$ cat config.mk
export PLATFORM = sky130hd
export DESIGN_NAME = adder_share_arbiter
export DESIGN_NICKNAME = d
export VERILOG_FILES = /design/src/rtl/adder_share_arbiter.sv
export SDC_FILE = /design/constraint.sdc
export NUM_CORES = 1
export LEC_CHECK = 0
export ABC_CLOCK_PERIOD_IN_PS = 8150
export CAP_MARGIN = 25
export CORE_UTILIZATION = 25
export DETAILED_ROUTE_END_ITERATION = 10
export GPL_ROUTABILITY_DRIVEN = 0
export PLACE_DENSITY_LB_ADDON = 0.08
export SLEW_MARGIN = 15
export SYNTH_ARGS = -nofsm -noshare
export SYNTH_HDL_FRONTEND = slang
export SYNTH_SLANG_ARGS = --single-unit
$ cat constraint.sdc
create_clock -name clk -period 8.15 [get_ports clk]
set_input_delay 1.2225 -clock clk [delete_from_list [all_inputs] [get_ports clk]]
set_output_delay 1.2225 -clock clk [all_outputs]
set_load 0.05 [all_outputs]
$ cat src/rtl/adder_share_arbiter.sv
// adder_share_arbiter
//   Round-robin arbiter that shares one add/subtract datapath between NREQ
//   requesters. At most one operation is accepted per cycle and at most one
//   result is held in the response registers.
//
// Ports
//   clk        : rising-edge clock
//   reset      : asynchronous, active-high reset
//   req_valid  : per-requester request strobe (bit i = requester i)
//   req_a      : operand A, requester i at [i*WIDTH +: WIDTH]
//   req_b      : operand B, same packing as req_a
//   req_sub    : 1 = A-B, 0 = A+B+cin
//   req_cin    : carry-in for add (ignored for subtract)
//   req_ack    : one-hot, combinational accept pulse
//   rsp_valid  : result registers hold an unconsumed result
//   rsp_ready  : consumer takes the result while rsp_valid=1
//   rsp_id     : index of the requester that produced the result
//   rsp_sum    : result
//   rsp_cout   : carry out of MSB (subtract: 1 = no borrow)
//   rsp_ovf    : signed two's-complement overflow
module adder_share_arbiter #(
    parameter int NREQ  = 4,
    parameter int WIDTH = 16
) (
    input  logic                     clk,
    input  logic                     reset,
    input  logic [NREQ-1:0]          req_valid,
    input  logic [NREQ*WIDTH-1:0]    req_a,
    input  logic [NREQ*WIDTH-1:0]    req_b,
    input  logic [NREQ-1:0]          req_sub,
    input  logic [NREQ-1:0]          req_cin,
    output logic [NREQ-1:0]          req_ack,
    output logic                     rsp_valid,
    input  logic                     rsp_ready,
    output logic [$clog2(NREQ)-1:0]  rsp_id,
    output logic [WIDTH-1:0]         rsp_sum,
    output logic                     rsp_cout,
    output logic                     rsp_ovf
);

    localparam int IDW = $clog2(NREQ);

    typedef enum logic {
        IDLE,
        RESP
    } state_t;

    state_t             state;
    logic [IDW-1:0]     ptr;

    logic [NREQ-1:0]    rot;
    logic               found;
    logic [IDW-1:0]     off;
    logic [IDW:0]       gsum;
    logic [IDW-1:0]     grant;
    logic [IDW:0]       nsum;
    logic [IDW-1:0]     ptr_next;
    logic               accept;

    logic [WIDTH-1:0]   a_sel;
    logic [WIDTH-1:0]   b_sel;
    logic [WIDTH-1:0]   b_eff;
    logic               sub_sel;
    logic               cin_eff;
    logic [WIDTH:0]     full;
    logic               ovf;

    // Rotate the request vector so bit 0 corresponds to the pointer; the
    // first set bit then gives the offset of the round-robin winner.
    always_comb begin
        rot   = NREQ'({req_valid, req_valid} >> ptr);
        found = 1'b0;
        off   = '0;
        for (int unsigned k = 0; k < NREQ; k++) begin
            if (!found && rot[k]) begin
                found = 1'b1;
                off   = IDW'(k);
            end
        end
    end

    // Map offset back to an absolute index (mod NREQ, NREQ need not be 2^n).
    always_comb begin
        gsum = {1'b0, ptr} + {1'b0, off};
        if (gsum >= (IDW+1)'(NREQ)) begin
            grant = IDW'(gsum - (IDW+1)'(NREQ));
        end else begin
            grant = gsum[IDW-1:0];
        end
        nsum = {1'b0, grant} + (IDW+1)'(1);
        if (nsum >= (IDW+1)'(NREQ)) begin
            ptr_next = '0;
        end else begin
            ptr_next = nsum[IDW-1:0];
        end
    end

    // Gated by reset so no ack can escape while reset is held.
    always_comb begin
        accept  = !reset && found && (state == IDLE || rsp_ready);
        req_ack = '0;
        if (accept) begin
            req_ack[grant] = 1'b1;
        end
    end

    // Shared datapath: subtract is A + ~B + 1.
    always_comb begin
        a_sel   = req_a[grant*WIDTH +: WIDTH];
        b_sel   = req_b[grant*WIDTH +: WIDTH];
        sub_sel = req_sub[grant];
        b_eff   = sub_sel ? ~b_sel : b_sel;
        cin_eff = sub_sel ? 1'b1 : req_cin[grant];
        full    = {1'b0, a_sel} + {1'b0, b_eff} + {{WIDTH{1'b0}}, cin_eff};
        ovf     = (a_sel[WIDTH-1] == b_eff[WIDTH-1]) &&
                  (full[WIDTH-1] != a_sel[WIDTH-1]);
    end

    always_ff @(posedge clk or posedge reset) begin
        if (reset) begin
            state     <= IDLE;
            ptr       <= '0;
            rsp_valid <= 1'b0;
            rsp_id    <= '0;
            rsp_sum   <= '0;
            rsp_cout  <= 1'b0;
            rsp_ovf   <= 1'b0;
        end else if (accept) begin
            state     <= RESP;
            ptr       <= ptr_next;
            rsp_valid <= 1'b1;
            rsp_id    <= grant;
            rsp_sum   <= full[WIDTH-1:0];
            rsp_cout  <= full[WIDTH];
            rsp_ovf   <= ovf;
        end else if (state == RESP && rsp_ready) begin
            state     <= IDLE;
            rsp_valid <= 1'b0;
        end
    end

endmodule

==> results by stage, run 1 <==
Synthesis:
- The share of the Yosys chip area taken by registers is 20.4%.
- The number of flip-flops and latches in the synthesized netlist is 23.
- The number of cells produced by synthesis is 267.
- The netlist area before placement is 2820 um2.
- Synthesis produced a netlist with a net count of 432.
- In the synthesized netlist the dominant register cell turns out to be sky130_fd_sc_hd__dfrtp_1.
- The share of flip-flops with an asynchronous set or reset is 100%.
- The synthesized design contains 0 enable-type register cells.
- The average cell area after synthesis is 10.6 um2.
- By area the synthesized netlist is led by sky130_fd_sc_hd__mux4_2 26%, sky130_fd_sc_hd__dfrtp_1 20%, sky130_fd_sc_hd__ha_1 8.9%.
- The share of Yosys cell area claimed by the top area cell type is 26.4%.
- Counting distinct cell types in the post-synthesis netlist gives 47.
- The synthesized design spends more area on one cell type than any other, namely sky130_fd_sc_hd__mux4_2.
- Yosys printed 0 warnings.

Placement:
- After legalization and detailed placement, the total HPWL measured 7.65 mm.
- The instance count after placement with tap cells included is 560.
- The number of buffers inserted by port buffering is 167.

Clock network:
- At the later pin of the worst-skew pair, clock insertion delay measures 0.25 ns.
- TritonCTS built the clock tree.
- CTS placed an instance of sky130_fd_sc_hd__clkbuf_16 at the clock tree root.
- The number of hold-repair buffers added at the cts stage is 0.
- The clock-pin slew reported for the worst setup and hold paths after clock tree synthesis is 0.06 ns.
- Post-CTS timing repair inserted 0 buffers for setup.
- The H-tree level count is 1.
- The number of buffers inserted during clock tree synthesis is 3.
- No sink is reached through more buffers than the 2 on the longest clock path.
- The post-cts repair resize count is 0.
- The tree built by TritonCTS fans out to 23 sinks.

Route:
- The routed layout has 2691 vias.
- The routed length per placed instance is 15.6 um.
- The final layout contains routed wiring with a total length of 8.83 mm.
- After the first detailed-routing iteration, the DRC count stood at 100.
- In the routed design, unresolved DRC markers number 0.
- The first detailed-routing pass took 4 iterations.
- The count of nets left with antenna violations once routing finished came out at 0.
- The vias per cell is 4.76.

Global route:
- The overall overflow remaining after global route is 0.
- Entering global routing, the biggest net connects 38 pins.
- The via count of the first global-routing pass came to 2729.
- The combined global-route utilization of all metal layers is 15.1%.
- The wire length of the first global-routing pass is 13.7 mm.
- The number of antenna violations at the first check in global routing is 1.

STA:
- The worst path uses 76.5% of the clock period.
- The final-report max-slew violation count is 0.
- The achievable clock frequency is 0.160 GHz.
- The final-report hold violation count is 0.
- At the pin with the least slew margin, the transition time is 0.914 ns.
- The worst hold slack after final layout is 0.478 ns.
- The headroom to the max-slew limit is 39.1%.
- The largest clock skew in the final design is 0.00204 ns.
- Setup repair after global routing left no endpoint under its margin.
- The worst path needs 6.23 ns of the cycle, external delays included.
- Setup violations remaining at the end of the flow were counted as 0.
- The sum of negative setup slack is 0 ns.

Die:
- The I/O pin count is 168.
- The count of standard-cell rows is 38.
- The initial core utilization is 25.8%.
- The die is 108 um tall.
- The total core area is 10900 um2.
- The die area is 11700 um2.
- The die width is 108 um.

Hold path:
- The worst hold path belongs to the class reg -> reg.

Setup path:
- The endpoint class of the critical path is a flip-flop.
- At the worst endpoint, the arrival time is 6.36 ns.
- Walking the worst path, the cells encountered are clkdlybuf4s50_1, nor2_1, nor3_1, a21oi_1, o211ai_1, ha_2, xnor2_1, xnor2_4, mux4_1, xor2_1, ha_1, nor2b_1, o31ai_1, a21oi_1, a221oi_1, o21ai_1, a2111oi_0, nor3_1.
- The delay of the slowest cell on the worst path is 0.70 ns.
- Along the worst path, the maximum fanout reaches 17.
- Data on the critical path is required at its endpoint by 8.28 ns.
- The critical path startpoint category is an input port.
- The start-to-end type of the worst setup path is in -> reg.
- The cell type of the slowest stage on the worst timing path is sky130_fd_sc_hd__mux4_1.

Layout:
- Of the cells placed in the final design, the portion with a size suffix greater than 1 is 11.8%.
- The final layout contains 591 nets.
- 0 antenna diodes ended up in the layout.
- The relative area change from synthesis to final layout is 66.2%.
- The post-route non-filler standard cell count is 565.

Flow run:
- Max-cap violations in this run came to 0.

Status:
- The run finished with clean final reports.
-- metrics by stage --
step           setup WS [ns]  util (%)  area (um2)
3_5_place_dp            1.65      41.9        4580
3_3_place_gp            1.86      41.9        4580
2_1_floorplan           2.56         -        2820
6_report                1.92      42.8        4690
4_1_cts                 1.93      42.6        4660
5_1_grt                 1.52      42.8        4690
-- layer usage --
| metal | vias to the layer above | share of wire [%] | GRT usage (%) |
|---|---|---|---|
| li1 | 1330 | - | - |
| met1 | 1253 | 45 | 20.3 |
| met2 | 102 | 47 | 25.0 |
| met3 | 4 | 7.5 | 3.32 |
| met4 | 2 | 0.54 | 2.94 |
| met5 | - | 0.15 | 0 |
-- path summary, 6_finish.rpt --
check                             startpoint         end  slack, ns  cells past startpoint
worst min register to register       rsp_ovf     rsp_ovf       0.48                      2
max in group asynchronous              reset  rsp_sum[2]       6.52                      3
min in group asynchronous              reset   rsp_id[0]       1.26                      2
worst max-delay path            req_valid[2]    rsp_cout       1.92                     18
worst min-delay path                 rsp_ovf     rsp_ovf       0.48                      2
worst max register to register        ptr[0]    rsp_cout       3.06                     16
-- critical path: cells and delay by family --
kind / cells / cell delay [ns]
AOI/OAI and AO/OA: 7 / 1.90
xor gates and xnor gates: 3 / 0.83
muxes: 1 / 0.70
buffers and inverters: 1 / 0.58
adders and majority gates: 2 / 0.56
and+or+nand+nor: 4 / 0.54
-- Yosys cell counts (2+ instances only) --
library cell,number
sky130_fd_sc_hd__nand2_1,33
sky130_fd_sc_hd__clkbuf_1,6
sky130_fd_sc_hd__and3_1,5
sky130_fd_sc_hd__mux2_2,2
sky130_fd_sc_hd__a21oi_1,14
sky130_fd_sc_hd__o211ai_1,3
sky130_fd_sc_hd__fa_1,2
sky130_fd_sc_hd__dfrtp_1,23
sky130_fd_sc_hd__mux4_2,33
sky130_fd_sc_hd__and2_1,2
sky130_fd_sc_hd__a31oi_1,2
sky130_fd_sc_hd__o21ai_0,20
sky130_fd_sc_hd__o31ai_1,5
sky130_fd_sc_hd__xnor2_1,9
sky130_fd_sc_hd__nor2b_1,3
sky130_fd_sc_hd__inv_1,9
sky130_fd_sc_hd__nor3_1,7
sky130_fd_sc_hd__nand4_1,2
sky130_fd_sc_hd__ha_1,20
sky130_fd_sc_hd__buf_2,5
sky130_fd_sc_hd__nor2_1,10
sky130_fd_sc_hd__nand2b_1,5
sky130_fd_sc_hd__o21a_1,3
sky130_fd_sc_hd__a2111oi_0,2
sky130_fd_sc_hd__buf_6,3
sky130_fd_sc_hd__xor2_1,18
-- logic make-up after synthesis --
kind of cell / Yosys count / share of synthesized area [%]
AO/OA/AOI/OAI: 58 / 13.1
XOR/XNOR: 29 / 9.94
adder cells (fa/ha/maj): 22 / 10.3
buffers and inverters: 26 / 5.19
flip-flops: 23 / 20.4
multiplexers: 38 / 29.0
AND/OR/NAND/NOR: 71 / 12.1
-- layout make-up --
cell class | count | area [um2]
multi-input combinational | 218 | 2100
timing repair buffer | 171 | 1720
sequential | 23 | 576
fill | 1077 | 6250
clock inverter | 1 | 5.00
tap | 140 | 175
clock buffer | 3 | 75.1
inverter | 9 | 33.8
-- cell usage in the layout (no fill, tap or decap), drive strengths merged, types with 2 or more instances in the layout --
master	n
nor3	7
o211ai	3
and3	5
xor2	18
a2111oi	2
and2	2
mux4	34
a21oi	14
nand2b	5
o21a	3
nor2	10
clkbuf	3
fa	2
buf	4
nand2	33
clkdlybuf4s50	167
a31oi	2
nand4	2
dfrtp	23
o21ai	21
nor2b	3
o311ai	2
ha	20
mux2	3
xnor2	11
inv	9
o31ai	5
-- state kept, by name, summed over array words and instances, names as in the netlist --
signal,flops
state,1
rsp_cout,1
rsp_ovf,1
rsp_sum,16
rsp_id,2
ptr,2
Power of run 1 is not shown: default switching activity piles up to over one toggle a cycle in this logic, so the estimate is an artifact.
==> run 2: changes to the inputs <==
Settings changed: ABC_CLOCK_PERIOD_IN_PS 8150 to 5400.
Clock period 8.15 ns to 5.4 ns, I/O delays scaled along.
==> run 2 against run 1 <==
Effect of this change:
- die area unchanged
- sequential share of layout area decreased by 0.47 points
- worst setup slack got worse by 1.6 ns
- design area increased by 4.0%
- core utilization increased by 1.7 points
- cell count increased by 3.5%
- routed wire length increased by 0.54%
- critical path depth unchanged
- sequential cell count unchanged
- critical path type unchanged
- via count increased by 2.0%
- count of clock-buffer cells in the layout unchanged
- highest routed layer is now met4
- first-iteration DRC count decreased by 13%
==> results by stage, run 2 (synthesis results as in run 1) <==
Status:
- The run finished with clean final reports.

Route:
- The post-route DRC violation count is 0 (unchanged).
- The number of detailed-routing iterations run before antenna repair is 4 (unchanged).
- The DRC marker count from the first detailed-route iteration is 87 (-13%).
- The post-detailed-routing wire length is 8.88 mm (+0.54%).
- The total number of vias was 2746 (+2.0%).
- The final antenna-violating net count came to 0 (unchanged).
- The routed length per placed instance is 15.2 um (-2.9%).
- The vias per cell is 4.69 (-1.4%).

Clock network:
- The CTS sink count is 23 (unchanged).
- The latest clock arrival within the worst-skew pair was 0.26 ns (about the same).
- The H-tree level count is 1 (unchanged).
- The number of hold-repair buffers added at the cts stage is 0 (unchanged).
- The clock-pin slew reported for the worst setup and hold paths after clock tree synthesis is 0.06 ns (about the same).
- The tree is rooted in a sky130_fd_sc_hd__clkbuf_16.
- The buffer count from post-CTS setup fixing is 0 (unchanged).
- TritonCTS built the clock tree.
- The number of buffers on the longest clock path was 2 (unchanged).
- The number of buffers inserted during clock tree synthesis is 3 (unchanged).

STA:
- The largest clock skew in the final design is 0.00407 ns (+0.00202 ns).
- The worst path in the final design needs a cycle of 5.08 ns, including I/O delays and setup.
- The headroom to the max-slew limit was 65.5% (+26 points).
- Setup repair after global routing left no endpoint under its margin.
- The worst hold slack after final layout came to 0.476 ns (-0.00131 ns).
- Based on the critical path, the design can be clocked at up to 0.197 GHz.
- The final-report max-slew violation count was 0 (unchanged).
- The actual slew at the worst max-slew pin is 0.517 ns (-0.397 ns).
- The final setup violation count is 0 (unchanged).
- The final-report hold violation count is 0 (unchanged).
- The sum of negative setup slack came to 0 ns (unchanged).
- The share of the cycle needed by the critical path after routing is 94.0%.

Setup path:
- The length in cells of the worst reg-to-reg path came to 16 (unchanged).
- The slowest stage of the critical path is the sky130_fd_sc_hd__mux4_2 cell.
- The data required time of the critical path is 5.52 ns (-2.76 ns).
- The buffering stage count on the worst path with inverters included is 2 (+1).
- The arrival time at the worst endpoint is 5.20 ns (-1.16 ns).
- The logic depth of the worst setup path including buffers is 18 (unchanged).
- The start-to-end type of the worst setup path is in -> reg.
- The largest fanout on the critical path is 21 (+4).
- The delay of the slowest cell on the worst path is 0.55 ns (-0.15 ns).
- STA classifies the critical path endpoint as a flip-flop.
- The signal on the critical path passes through clkdlybuf4s50_1, nor2_1, nor3_1, a21oi_1, o211ai_1, ha_2, buf_12, mux4_2, xnor2_2, fa_1, fa_1, nor2b_1, o31ai_1, a21oi_2, o21ai_0, a21oi_1, mux2i_1, o311ai_0.
- Grouping stages by cell kind, the critical path spends the most delay in adder cells.
- The critical path startpoint category is an input port.

Die:
- The die width is 108 um (unchanged).
- The total core area is 10900 um2 (unchanged).
- The die area was 11700 um2 (unchanged).
- The I/O pin count was 168 (unchanged).
- The count of standard-cell rows is 38 (unchanged).
- The initial core utilization came to 25.8% (unchanged).
- The die span in y is 108 um (unchanged).

Layout:
- Relative to the synthesized area, the layout overhead comes to 72.8%.
- The area taken by flip-flops and latches is 576 um2 (unchanged).
- The flip-flop count of the largest register after layout is 16 (unchanged).
- The library cells used most frequently in the layout, excluding fill and tap cells, are 162 x sky130_fd_sc_hd__clkdlybuf4s50_1, 33 x sky130_fd_sc_hd__nand2_1, 33 x sky130_fd_sc_hd__mux4_2.
- The register ranked first by flip-flop count is rsp_sum.
- The number of fillers in the final layout is 1056 (-1.9%).
- The area of the multi-input gates came to 2120 um2 (+0.83%).
- The proportion of layout cells with a drive suffix above 1 is 17.3% (+5.5 points).
- The number of antenna repair diodes came to 0 (unchanged).
- Leaving out fill and tap cells, the most frequent cell in the layout is sky130_fd_sc_hd__clkdlybuf4s50_1.
- The post-layout net count is 611 (+3.4%).
- The largest registers in the layout are rsp_sum x16, ptr x2, rsp_id x2.

Global route:
- The largest net degree at the start of global routing is 30 (-21%).
- The overall overflow remaining after global route came to 0 (unchanged).
- The via count of the first global-routing pass was 2869 (+5.1%).
- The wire length of the first global-routing pass came to 14.1 mm (+2.9%).
- The combined global-route utilization of all metal layers is 15.5% (+0.36 points).
- The number of antenna violations at the first check in global routing is 0 (-1).

Flow run:
- The number of maximum-capacitance constraint violations is 0 (unchanged).

Hold path:
- The number of cells on the worst hold path is 2 (unchanged).
- The tightest min-delay check is of the reg -> reg type.

Placement:
- The number of buffers inserted by port buffering is 167 (unchanged).
- The post-detailed-placement half-perimeter wirelength is 7.95 mm (+4.0%).
[run 2: area by class of cell]
cell class / count / share of cell area (%)
Sequential cell: 23 / 11.8
Clock buffer: 3 / 1.54
Multi-Input combinational cell: 218 / 43.5
Clock inverter: 1 / 0.103
Tap cell: 140 / 3.60
Inverter: 9 / 0.694
Timing Repair Buffer: 191 / 38.8
[run 2: per-layer routing]
metal	up-vias	routed length, um	global-route usage (%)
li1	1368	-	-
met1	1272	3880	20.1
met2	104	4310	26.7
met3	2	639	3.01
met4	0	55	2.94
met5	-	0	0
[run 2: what timing repair did]
action	4_1_cts	5_1_grt
resized for setup	0	4
hold endpoints to repair	0	0
endpoints found under the setup margin	0	3
[run 2: worst paths after layout]
kind,start,end,slack (ns)
min in group asynchronous,reset,ptr[1],0.91
worst min register to register,rsp_sum[15],rsp_sum[15],0.48
worst min-delay path,rsp_sum[15],rsp_sum[15],0.48
worst max-delay path,req_valid[2],rsp_sum[10],0.32
max in group asynchronous,reset,rsp_sum[8],4.03
worst max register to register,ptr[0],rsp_sum[10],0.98
[run 2: stage by stage]
stage               instance area (um2)  utilization (%)  cells  worst slack (ns)
finish                             4870             44.5    585             0.324
global route                       4870             44.5    585            0.0636
global placement                   4760             43.5    580            0.0205
floorplan                          2820                -    267             0.226
detailed placement                 4760             43.5    580           -0.0815
CTS                                4840             44.2    584             0.193
[run 2: worst register-to-register path: cells and delay by family (launching register included)]
kind / cells / cell delay (ns)
compound gates: 7 / 1.07
xor+xnor: 1 / 0.16
fa+ha+maj: 3 / 1.27
buf+inv: 1 / 0.22
flops: 1 / 0.56
mux: 2 / 0.75
simple gates: 2 / 0.27
Power of run 2 is left out for the same reason.
==> run 3: changes to the inputs <==
Settings changed: MAX_ROUTING_LAYER set to met4.
==> run 3 against run 2 <==
Effect of this change:
- via count hardly changed
- core utilization decreased by 0.069 points
- critical path depth increased by 2
- clock skew hardly changed
- sequential share of layout area is essentially flat
- worst setup slack lost 0.045 ns
- critical path type unchanged
- largest cell class unchanged
- highest routed layer unchanged
==> results by stage, run 3 (synthesis results as in run 1) <==
Status:
- The flow ran to the end, and the final reports show no timing, DRC or antenna violations.

STA:
- The minimum clock period after layout was 5.12 ns (+0.0450 ns).
- The largest clock skew in the final design is 0.00411 ns (+0.0000420 ns).
- The achievable clock frequency is 0.195 GHz (-0.88%).
- The final-report hold violation count is 0 (unchanged).
- The share of the cycle needed by the critical path after routing is 94.8% (+0.83 points).
- The headroom to the max-slew limit is 65.5% (about the same).
- The actual slew at the worst max-slew pin was 0.516 ns (-0.000363 ns).
- Setup repair after global routing left no endpoint under its margin.
- The final-report max-slew violation count is 0 (unchanged).
- The final setup violation count is 0 (unchanged).
- The final worst setup slack is 0.279 ns (-0.0450 ns).

Setup path:
- The worst setup path is of the in -> reg kind.
- The data required time of the critical path is 5.52 ns (about the same).
- The arrival time at the worst endpoint is 5.24 ns (+0.04 ns).
- The length in cells of the worst reg-to-reg path was 18 (+2).
- STA classifies the critical path startpoint as an input port.
- The largest fanout on the critical path came to 7 (-67%).
- The endpoint class of the critical path is a flip-flop.

Clock network:
- The H-tree level count is 1 (unchanged).
- The number of hold-repair buffers added at the cts stage was 0 (unchanged).
- The CTS sink count came to 23 (unchanged).
- The latest clock arrival within the worst-skew pair is 0.26 ns (about the same).
- The root buffer cell is sky130_fd_sc_hd__clkbuf_16.
- The number of buffers on the longest clock path is 2 (unchanged).
- The buffer count from post-CTS setup fixing is 0 (unchanged).
- TritonCTS built the clock tree.
- The number of buffers inserted during clock tree synthesis is 3 (unchanged).
- The clock-pin slew reported for the worst setup and hold paths after clock tree synthesis is 0.06 ns (about the same).

Route:
- The number of detailed-routing iterations run before antenna repair was 4 (unchanged).
- The final antenna-violating net count was 0 (unchanged).
- The vias per cell came to 4.69 (about the same).
- The post-route DRC violation count is 0 (unchanged).
- The post-detailed-routing wire length is 8.89 mm (about the same).
- The DRC marker count from the first detailed-route iteration was 87 (unchanged).
- The total number of vias is 2745 (-0.036%).
- The routed length per placed instance is 15.2 um (about the same).

Hold path:
- The number of cells on the worst hold path is 2 (unchanged).
- The path class of the tightest hold or removal check is reg -> reg.

Die:
- The total core area came to 10900 um2 (unchanged).
- The count of standard-cell rows came to 38 (unchanged).
- The die area is 11700 um2 (unchanged).
- The die width is 108 um (unchanged).
- The I/O pin count is 168 (unchanged).
- The die span in y is 108 um (unchanged).
- The initial core utilization is 25.8% (unchanged).

Layout:
- The number of fillers in the final layout is 1053 (-0.28%).
- Relative to the synthesized area, the layout overhead comes to 72.5%.
- The library cell used most frequently in the layout, excluding fill and tap cells, is sky130_fd_sc_hd__clkdlybuf4s50_1.
- The post-route non-filler standard cell count is 585 (unchanged).
- The area taken by flip-flops and latches was 576 um2 (unchanged).
- The proportion of layout cells with a drive suffix above 1 is 17.1% (-0.22 points).
- The register ranked first by flip-flop count is rsp_sum.
- The number of antenna repair diodes is 0 (unchanged).
- The post-layout net count is 611 (unchanged).
- The area of the multi-input gates is 2110 um2 (-0.35%).
- In the final layout, the registers with the most flip-flops are rsp_sum x16, ptr x2, rsp_id x2.
- The flip-flop count of the largest register after layout is 16 (unchanged).
- In the layout the commonest cells are 162 x sky130_fd_sc_hd__clkdlybuf4s50_1, 33 x sky130_fd_sc_hd__nand2_1, 33 x sky130_fd_sc_hd__mux4_2.

Placement:
- The instance count after placement with tap cells included was 580 (unchanged).
- The minimum setup slack after placement is -0.0815 ns (unchanged).
- The post-detailed-placement half-perimeter wirelength is 7.95 mm (unchanged).
- The number of buffers inserted by port buffering is 167 (unchanged).

Global route:
- The overall overflow remaining after global route is 0 (unchanged).
- The combined global-route utilization of all metal layers is 15.9% (+0.45 points).
- The wire length of the first global-routing pass was 14.1 mm (about the same).
- The largest net degree at the start of global routing is 30 (unchanged).
- The number of antenna violations at the first check in global routing came to 0 (unchanged).
- The via count of the first global-routing pass came to 2878 (+0.31%).

Flow run:
- The number of maximum-capacitance constraint violations came to 0 (unchanged).
-- run 3: cell types whose count changed in the layout (fill, tap and decap cells not counted) --
cell | before | now
sky130_fd_sc_hd__xnor2_1 | 8 | 9
sky130_fd_sc_hd__xnor2_2 | 2 | 1
-- run 3: final timing paths --
kind / slack (ns) / end / startpoint
max in group asynchronous: 4.03 / rsp_sum[8] / reset
setup / recovery: 0.28 / rsp_sum[10] / req_valid[2]
min in group asynchronous: 0.91 / state / reset
hold / removal: 0.48 / rsp_sum[15] / rsp_sum[15]
setup reg to reg: 0.94 / rsp_sum[10] / ptr[0]
hold reg to reg: 0.48 / rsp_sum[15] / rsp_sum[15]
-- run 3: layout make-up --
cell class,instances,area share [%]
Clock buffer,3,1.54
Clock inverter,1,0.103
Inverter,9,0.695
Multi-Input combinational cell,218,43.4
Sequential cell,23,11.8
Tap cell,140,3.60
Timing Repair Buffer,191,38.8
-- run 3: what timing repair did --
action                     4_1_cts  5_1_grt
setup endpoints to repair        0        3
hold endpoints to repair         0        0
gates resized for setup          0        3
-- run 3: metal layers --
layer | wire length (um) | global-route usage (%) | vias to the layer above
met5 | 0 | - | -
met4 | 55 | 2.94 | 0
met3 | 511 | 1.81 | 2
met2 | 4310 | 26.9 | 104
met1 | 4010 | 20.7 | 1271
li1 | - | - | 1368
-- run 3: critical path: stages --
cell	delay, ns
sky130_fd_sc_hd__clkdlybuf4s50_1	0.52
sky130_fd_sc_hd__nor2_1	0.20
sky130_fd_sc_hd__nor3_1	0.06
sky130_fd_sc_hd__a21oi_1	0.14
sky130_fd_sc_hd__o211ai_1	0.10
sky130_fd_sc_hd__ha_2	0.19
sky130_fd_sc_hd__xnor2_1	0.34
sky130_fd_sc_hd__xnor2_4	0.19
sky130_fd_sc_hd__buf_4	0.20
sky130_fd_sc_hd__mux4_2	0.33
sky130_fd_sc_hd__xnor2_2	0.16
sky130_fd_sc_hd__fa_1	0.44
sky130_fd_sc_hd__fa_1	0.41
sky130_fd_sc_hd__nor2b_1	0.16
sky130_fd_sc_hd__o31ai_1	0.11
sky130_fd_sc_hd__a21oi_2	0.22
sky130_fd_sc_hd__o21ai_0	0.13
sky130_fd_sc_hd__a21oi_1	0.21
sky130_fd_sc_hd__mux2i_1	0.20
sky130_fd_sc_hd__o311ai_0	0.13
-- run 3: stage by stage --
stage / hold slack, ns / setup TNS, ns / area (um2) / util (%)
2_1_floorplan: 0.567 / 0 / 2820 / -
3_3_place_gp: 0.462 / 0 / 4760 / 43.5
3_5_place_dp: 0.471 / -0.128 / 4760 / 43.5
4_1_cts: 0.486 / 0 / 4840 / 44.2
5_1_grt: 0.505 / 0 / 4860 / 44.5
6_report: 0.476 / 0 / 4860 / 44.5
Power of run 3 is left out for the same reason.
